**src/rtl/execute_stage.sv**
```systemverilog
// Execute stage of the pipeline. It forwards operands, runs the ALU, resolves branches and jumps,
// and holds an iterative RV32M multiply/divide unit. It also owns the EX/MEM register.
module execute_stage #(
  parameter int XLEN    = 32,
  parameter int MD_ITER = 32
) (
  input  logic            clk,
  input  logic            rst,
  input  logic [XLEN-1:0] imm_in,
  input  logic [XLEN-1:0] rd_1_in,
  input  logic [XLEN-1:0] rd_2_in,
  input  logic [XLEN-1:0] pc_in,
  input  logic            reg_write_in,
  input  logic            is_imm_in,
  input  logic            mem_read_in,
  input  logic            mem_write_in,
  input  logic            mem_to_reg_in,
  input  logic            jump_in,
  input  logic            branch_in,
  input  logic            U_type_in,
  input  logic [2:0]      alu_op_in,
  input  logic [2:0]      funct3_in,
  input  logic            funct7b5_in,
  input  logic            funct7b0_in,
  input  logic [4:0]      rd_in,
  input  logic [4:0]      rs1_in,
  input  logic [4:0]      rs2_in,
  input  logic [6:0]      op_in,
  input  logic            fwd_mem_we,
  input  logic            fwd_wb_we,
  input  logic [4:0]      fwd_mem_rd,
  input  logic [4:0]      fwd_wb_rd,
  input  logic [XLEN-1:0] fwd_mem_data,
  input  logic [XLEN-1:0] fwd_wb_data,
  output logic [XLEN-1:0] alu_result_out,
  output logic [XLEN-1:0] store_data_out,
  output logic [4:0]      rd_out,
  output logic [2:0]      funct3_out,
  output logic            reg_write_out,
  output logic            mem_read_out,
  output logic            mem_write_out,
  output logic            mem_to_reg_out,
  output logic            pc_redirect,
  output logic [XLEN-1:0] redirect_target,
  output logic            ex_busy
);

  localparam logic [6:0] OP_R     = 7'b0110011;
  localparam logic [6:0] OP_LUI   = 7'b0110111;
  localparam logic [6:0] OP_AUIPC = 7'b0010111;
  localparam logic [6:0] OP_JALR  = 7'b1100111;
  localparam int         CW       = $clog2(MD_ITER + 1);

  typedef enum logic [1:0] {MD_IDLE, MD_BUSY, MD_DONE} md_state_t;

  // ---------------------------------------------------------------- forwarding
  logic [XLEN-1:0] fwd_a, fwd_b, op_b;

  function automatic logic [XLEN-1:0] forward(input logic [4:0] rs, input logic [XLEN-1:0] id_val);
    if (fwd_mem_we && fwd_mem_rd == rs && rs != 5'd0)
      return fwd_mem_data;
    else if (fwd_wb_we && fwd_wb_rd == rs && rs != 5'd0)
      return fwd_wb_data;
    else
      return id_val;
  endfunction

  assign fwd_a = forward(rs1_in, rd_1_in);
  assign fwd_b = forward(rs2_in, rd_2_in);
  assign op_b  = is_imm_in ? imm_in : fwd_b;

  // ---------------------------------------------------------------- ALU
  logic [4:0]             shamt;
  logic signed [XLEN-1:0] sra_res;
  logic                   slt_ab, sltu_ab;
  logic [XLEN-1:0]        alu_res, ex_res, pc_plus4, pc_imm;

  assign shamt    = op_b[4:0];
  // Kept in its own signed net so the arithmetic shift is never turned into a logical shift.
  assign sra_res  = $signed(fwd_a) >>> shamt;
  assign slt_ab   = $signed(fwd_a) < $signed(op_b);
  assign sltu_ab  = fwd_a < op_b;
  assign pc_plus4 = pc_in + XLEN'(4);
  assign pc_imm   = pc_in + imm_in;

  // NOTE: combinational blocks use blocking '=' and assign a default first, so no path leaves a
  // variable unassigned and no latch is inferred.
  always_comb begin
    alu_res = fwd_a + op_b;
    case (alu_op_in)
      3'b001: alu_res = fwd_a - op_b;
      3'b010: begin
        case (funct3_in)
          3'b000:  alu_res = (funct7b5_in && op_in == OP_R) ? fwd_a - op_b : fwd_a + op_b;
          3'b001:  alu_res = fwd_a << shamt;
          3'b010:  alu_res = {{(XLEN-1){1'b0}}, slt_ab};
          3'b011:  alu_res = {{(XLEN-1){1'b0}}, sltu_ab};
          3'b100:  alu_res = fwd_a ^ op_b;
          3'b101:  alu_res = funct7b5_in ? sra_res : fwd_a >> shamt;
          3'b110:  alu_res = fwd_a | op_b;
          default: alu_res = fwd_a & op_b;
        endcase
      end
      3'b011:  alu_res = imm_in;
      default: alu_res = fwd_a + op_b;
    endcase
  end

  always_comb begin
    ex_res = alu_res;
    if (jump_in)
      ex_res = pc_plus4;
    else if (U_type_in && op_in == OP_LUI)
      ex_res = imm_in;
    else if (U_type_in && op_in == OP_AUIPC)
      ex_res = pc_imm;
  end

  // ---------------------------------------------------------------- branch / jump
  logic            br_eq, br_lt, br_ltu, br_cond;
  logic [XLEN-1:0] jalr_sum;

  assign br_eq    = fwd_a == fwd_b;
  assign br_lt    = $signed(fwd_a) < $signed(fwd_b);
  assign br_ltu   = fwd_a < fwd_b;
  assign jalr_sum = fwd_a + imm_in;

  always_comb begin
    br_cond = 1'b0;
    case (funct3_in)
      3'b000:  br_cond = br_eq;
      3'b001:  br_cond = !br_eq;
      3'b100:  br_cond = br_lt;
      3'b101:  br_cond = !br_lt;
      3'b110:  br_cond = br_ltu;
      3'b111:  br_cond = !br_ltu;
      default: br_cond = 1'b0;
    endcase
  end

  assign redirect_target = (jump_in && op_in == OP_JALR)
                         ? (jalr_sum & {{(XLEN-1){1'b1}}, 1'b0})
                         : pc_imm;

  // ---------------------------------------------------------------- multiply / divide
  md_state_t       md_state;
  logic [CW-1:0]   md_cnt;
  logic [2:0]      md_f3;
  logic            md_neg_q, md_neg_r, md_divz;
  logic [XLEN-1:0] md_hi, md_lo, md_b;
  logic            is_md, a_signed, b_signed, sa, sb;
  logic [XLEN-1:0] a_mag, b_mag;
  logic [XLEN:0]   mul_sum, div_shift;
  logic [XLEN-1:0] div_sub;
  logic            div_ge;
  logic [XLEN-1:0] step_hi, step_lo;
  logic [2*XLEN-1:0] prod_fix;
  logic [XLEN-1:0] md_result;

  assign is_md    = (op_in == OP_R) && funct7b0_in;
  assign a_signed = (funct3_in == 3'b001) || (funct3_in == 3'b010) ||
                    (funct3_in == 3'b100) || (funct3_in == 3'b110);
  assign b_signed = (funct3_in == 3'b001) || (funct3_in == 3'b100) || (funct3_in == 3'b110);
  assign sa       = a_signed && fwd_a[XLEN-1];
  assign sb       = b_signed && fwd_b[XLEN-1];
  assign a_mag    = sa ? -fwd_a : fwd_a;
  assign b_mag    = sb ? -fwd_b : fwd_b;

  // Multiply: {hi,lo} is accumulator:multiplier. Divide: hi is the partial remainder and lo shifts
  // the dividend out while the quotient shifts in.
  assign mul_sum   = {1'b0, md_hi} + (md_lo[0] ? {1'b0, md_b} : '0);
  assign div_shift = {md_hi, md_lo[XLEN-1]};
  assign div_ge    = div_shift >= {1'b0, md_b};
  assign div_sub   = div_shift[XLEN-1:0] - md_b;

  always_comb begin
    step_hi = mul_sum[XLEN:1];
    step_lo = {mul_sum[0], md_lo[XLEN-1:1]};
    if (md_f3[2]) begin
      step_hi = div_ge ? div_sub : div_shift[XLEN-1:0];
      step_lo = {md_lo[XLEN-2:0], div_ge};
    end
  end

  assign prod_fix = md_neg_q ? -{md_hi, md_lo} : {md_hi, md_lo};

  always_comb begin
    md_result = prod_fix[XLEN-1:0];
    case (md_f3)
      3'b000:                 md_result = prod_fix[XLEN-1:0];
      3'b001, 3'b010, 3'b011: md_result = prod_fix[2*XLEN-1:XLEN];
      3'b100, 3'b101:         md_result = md_divz ? '1 : (md_neg_q ? -md_lo : md_lo);
      default:                md_result = md_neg_r ? -md_hi : md_hi;
    endcase
  end

  // NOTE: sequential blocks use non-blocking '<=' so every register samples pre-edge values.
  always_ff @(posedge clk) begin
    if (rst) begin
      md_state <= MD_IDLE;
      md_cnt   <= '0;
    end else begin
      case (md_state)
        MD_IDLE: if (is_md) begin
          md_state <= MD_BUSY;
          md_cnt   <= '0;
        end
        MD_BUSY: begin
          md_cnt <= md_cnt + CW'(1);
          if (md_cnt == CW'(MD_ITER - 1))
            md_state <= MD_DONE;
        end
        default: md_state <= MD_IDLE;
      endcase
    end
  end

  // NOTE: the datapath registers carry no reset; the FSM guarantees they are loaded at capture
  // before anything reads them.
  always_ff @(posedge clk) begin
    if (md_state == MD_IDLE) begin
      md_hi    <= '0;
      md_lo    <= a_mag;
      md_b     <= b_mag;
      md_f3    <= funct3_in;
      md_neg_q <= sa ^ sb;
      md_neg_r <= sa;
      md_divz  <= (fwd_b == '0);
    end else if (md_state == MD_BUSY) begin
      md_hi <= step_hi;
      md_lo <= step_lo;
    end
  end

  assign ex_busy     = (md_state == MD_BUSY) || (md_state == MD_IDLE && is_md);
  assign pc_redirect = (jump_in || (branch_in && br_cond)) && !ex_busy;

  // ---------------------------------------------------------------- EX/MEM register
  always_ff @(posedge clk) begin
    if (rst || ex_busy) begin
      alu_result_out <= '0;
      store_data_out <= '0;
      rd_out         <= '0;
      funct3_out     <= '0;
      reg_write_out  <= 1'b0;
      mem_read_out   <= 1'b0;
      mem_write_out  <= 1'b0;
      mem_to_reg_out <= 1'b0;
    end else begin
      alu_result_out <= (md_state == MD_DONE) ? md_result : ex_res;
      store_data_out <= fwd_b;
      rd_out         <= rd_in;
      funct3_out     <= funct3_in;
      reg_write_out  <= reg_write_in;
      mem_read_out   <= mem_read_in;
      mem_write_out  <= mem_write_in;
      mem_to_reg_out <= mem_to_reg_in;
    end
  end

endmodule

```
**config.mk**
```make
export PLATFORM = sky130hd
export DESIGN_NAME = execute_stage
export DESIGN_NICKNAME = d
export VERILOG_FILES = /design/src/rtl/execute_stage.sv
export SDC_FILE = /design/constraint.sdc
export NUM_CORES = 2
export LEC_CHECK = 0
export CAP_MARGIN = 20
export CORE_MARGIN = 10
export CORE_UTILIZATION = 55
export DETAILED_ROUTE_END_ITERATION = 8
export PLACE_DENSITY = 0.78
export SYNTH_ARGS = -nofsm -noshare
export SYNTH_HDL_FRONTEND = slang
export SYNTH_SLANG_ARGS = --single-unit
```
**constraint.sdc**
```tcl
create_clock -name clk -period 7.7 [get_ports clk]
set_clock_uncertainty 0.15 [all_clocks]
set_input_delay 0.77 -clock clk [delete_from_list [all_inputs] [get_ports clk]]
set_output_delay 0.77 -clock clk [all_outputs]
set_load 0.01 [all_outputs]
```
==> out/results.ini <==
[global_route]
grt_pass1_wl_mm=245
grt.busiest_layer=met2
use_met2_pct=67.3
use_met1_pct=60.0
grt_max_degree=103
overflow=0
grt_pass1_vias=36300
grt_usage_pct=48.4
grt_use_met3_pct=20.0
antenna_found_initial=16

[timing]
max_freq_ghz=0.132
hold_viol=0
rsz0062_at_grt=no
post-route-period-util_pct=98.5
final_max_slew_viol_count=0
tightest_slew_ns=1.31
worst_slack_ns=0.112
slew_headroom_pct=11.6
setup_viol=0
fin_crit_ns=7.59
finalSetupTns_ns=0

[power]
power_density_nw_per_um2=147
power_leakage_nw=14.9
vdd_ir_drop_max_mv=0.179

[route]
wire_per_inst_um=30.6
vias_per_cell=7.16
routed_wirelength_mm=170
vias=39700
drc=15
ant_nets=0
initialDrtViolationCount=7645
drt_pass1_iterations=9

[floorplanning]
pin_count=354
die_area_um2=66900
core.rowCount=87
die_x_um=259
die_h_um=259
core_area_um2=56400
start_util_pct=55.6

[final_layout]
final_util_pct=64.9
finalNetCount=5273
most-common-layout-cells=o21ai_0, nand2_1, a21oi_1
fillers=5166
drive_above_1_share_pct=6.05
layout_commonest_cell=o21ai_0
area_growth_pct=16.8

[worst_setup_path]
critPathSlowestCell=o21ai_0
start_kind=primary input
critical_path.top_delay_family=simple AND/OR/NAND/NOR gates
critPathMaxFanout=37
crit_buf_inv=4
critPathRequiredTime_ns=6.78
worst-setup-path-type=primary input to output pin
slowest_delay_ns=0.64
path_common_cell=clkdlybuf4s50_1
critical_path_arrival_ns=6.67
path_cells=clkdlybuf4s50_1, or4_4, o211ai_4, nor2_4, buf_4, o21ai_0, inv_1, ha_1, nand4_1, nor4_1, nand2_1, or2_2, nor3_1, xor2_1, a31oi_1, a21oi_1, clkdlybuf4s50_1
end_kind=output pin

[clocking]
clock_latency_ns=0.51
clk_path_buf_depth=2
cts-root-buf=clkbuf_16
cts_tree=built
numCtsBuffers=17
clock-sinks=186
htree_levels=4
clk_pin_slew_ns=0.08

[logic_synthesis]
synth_top_area_share_pct=10.3
synth_cell_types=101
synth_area_leaders=ha_1, o21ai_0, dfxtp_1
yosys_warnings=0
synthSimpleGateAreaFrac_pct=21.7
synth_largest_area_cell=ha_1
synth_area_um2=31300
synth-async-reset-ratio_pct=0
ys_seq_area_share_pct=14.1
syn_area_per_cell_um2=6.94
synth_fa_ha_area_share_pct=10.6
synth-edff-count=70
ys_ff_latch=186
ys.flop_type=dfxtp_1
synth_compound_area_share_pct=32.9
syn-instance-count=4516
muxShareOfSynthArea_pct=4.21
synth_top_family_by_area=compound AO/OA/AOI/OAI gates
yosys.area_share.xor_xnor_pct=10.4
synth.net_count=5022

[placement]
dpl_worst_slack_ns=0.215
place.gp.congestion=1.22
dp_hpwl_mm=134
port_buffers=353

[flow_run]
cap_violations=0

[status]
status=finished with violations
violations=DRC

[worst_hold_path]
hold_class=flip-flop to flip-flop

-- registers in the layout (all words and copies together), names as in the netlist, 2 cells and up --
name / count
rd_out: 5
md_lo: 32
alu_result_out: 32
store_data_out: 32
md_cnt: 6
md_hi: 32
funct3_out: 3
md_f3: 3
md_b: 32
md_state: 2
-- power by group --
group	leakage, nW	total (mW)	internal (mW)	switching [mW]
clock network	0.306	0.981	0.453	0.528
registers	1.70	1.20	1.12	0.0792
logic	12.9	3.19	1.12	2.07
-- metal layers --
layer / vias up / wire length (um)
met3: 773 / 28700
met5: - / 152
met1: 18200 / 60800
li1: 17100 / -
met2: 3555 / 66100
met4: 24 / 14100
-- cells in the mapped netlist (all sizes together), types with 70 or more instances --
| master | instances |
|---|---|
| a21o | 93 |
| a21oi | 387 |
| a31oi | 78 |
| buf | 72 |
| clkbuf | 206 |
| dfxtp | 116 |
| edfxtp | 70 |
| ha | 258 |
| inv | 210 |
| mux2i | 109 |
| nand2 | 425 |
| nand3 | 201 |
| nor2 | 368 |
| nor3 | 112 |
| o211ai | 74 |
| o21ai | 517 |
| xnor2 | 247 |
| xor2 | 124 |
-- metrics by stage --
| stage | power, mW | cell area, um^2 | instances | hold WS [ns] |
|---|---|---|---|---|
| floorplan | 2.94 | 31300 | 4516 | 0.302 |
| global placement | 4.17 | 35900 | 5502 | 0.317 |
| detailed placement | 4.18 | 35900 | 5502 | 0.333 |
| CTS | 5.16 | 36500 | 5534 | 0.346 |
| global route | 5.50 | 36600 | 5536 | 0.379 |
| finish | 5.37 | 36600 | 5543 | 0.348 |
-- what timing repair did --
action                                  CTS  global route
hold buffers                              0             0
resized for setup                         0             2
endpoints found under the setup margin    0             5
buffers inserted                          0             0
-- final timing paths --
check | from | end | slack, ns | cells past startpoint
max reg2reg | md_lo[3] | alu_result_out[28] | 2.38 | 13
max | rs2_in[0] | pc_redirect | 0.11 | 17
min reg2reg | md_cnt[5] | md_cnt[5] | 0.35 | 2
min | md_cnt[5] | md_cnt[5] | 0.35 | 2
-- kinds of logic (layout without fill, tap and decap cells) --
logic type | count (synthesis) | count (layout)
compound gates | 1621 | 1621
simple gates | 1451 | 1451
buf+inv | 496 | 760
xor+xnor | 371 | 371
fa+ha+maj | 263 | 263
flops | 186 | 186
mux | 128 | 128
other cells | 0 | 7
-- worst register-to-register path: stages (launching register included) --
cell	delay (ns)
edfxtp_1	0.50
or3_1	0.43
nor3b_1	0.51
nand3_1	0.33
or4_1	0.79
or2_1	0.37
o31ai_1	0.32
xnor2_1	0.16
a21oi_1	0.09
a211oi_1	0.89
o21ai_1	0.30
nor2_1	0.15
o21ai_0	0.10
o22ai_1	0.16
-- layout make-up --
class	count	area (um^2)	area share, %
inverters	218	818	2.24
repair buffers	510	4710	12.9
multi-input cells	3834	25000	68.4
flip-flops and latches	186	4420	12.1
clock inverters	15	208	0.568
diodes	7	17.5	0.0479
clock buffers	17	425	1.16
well taps	756	946	2.59
Power figures use the tool's default switching activity.
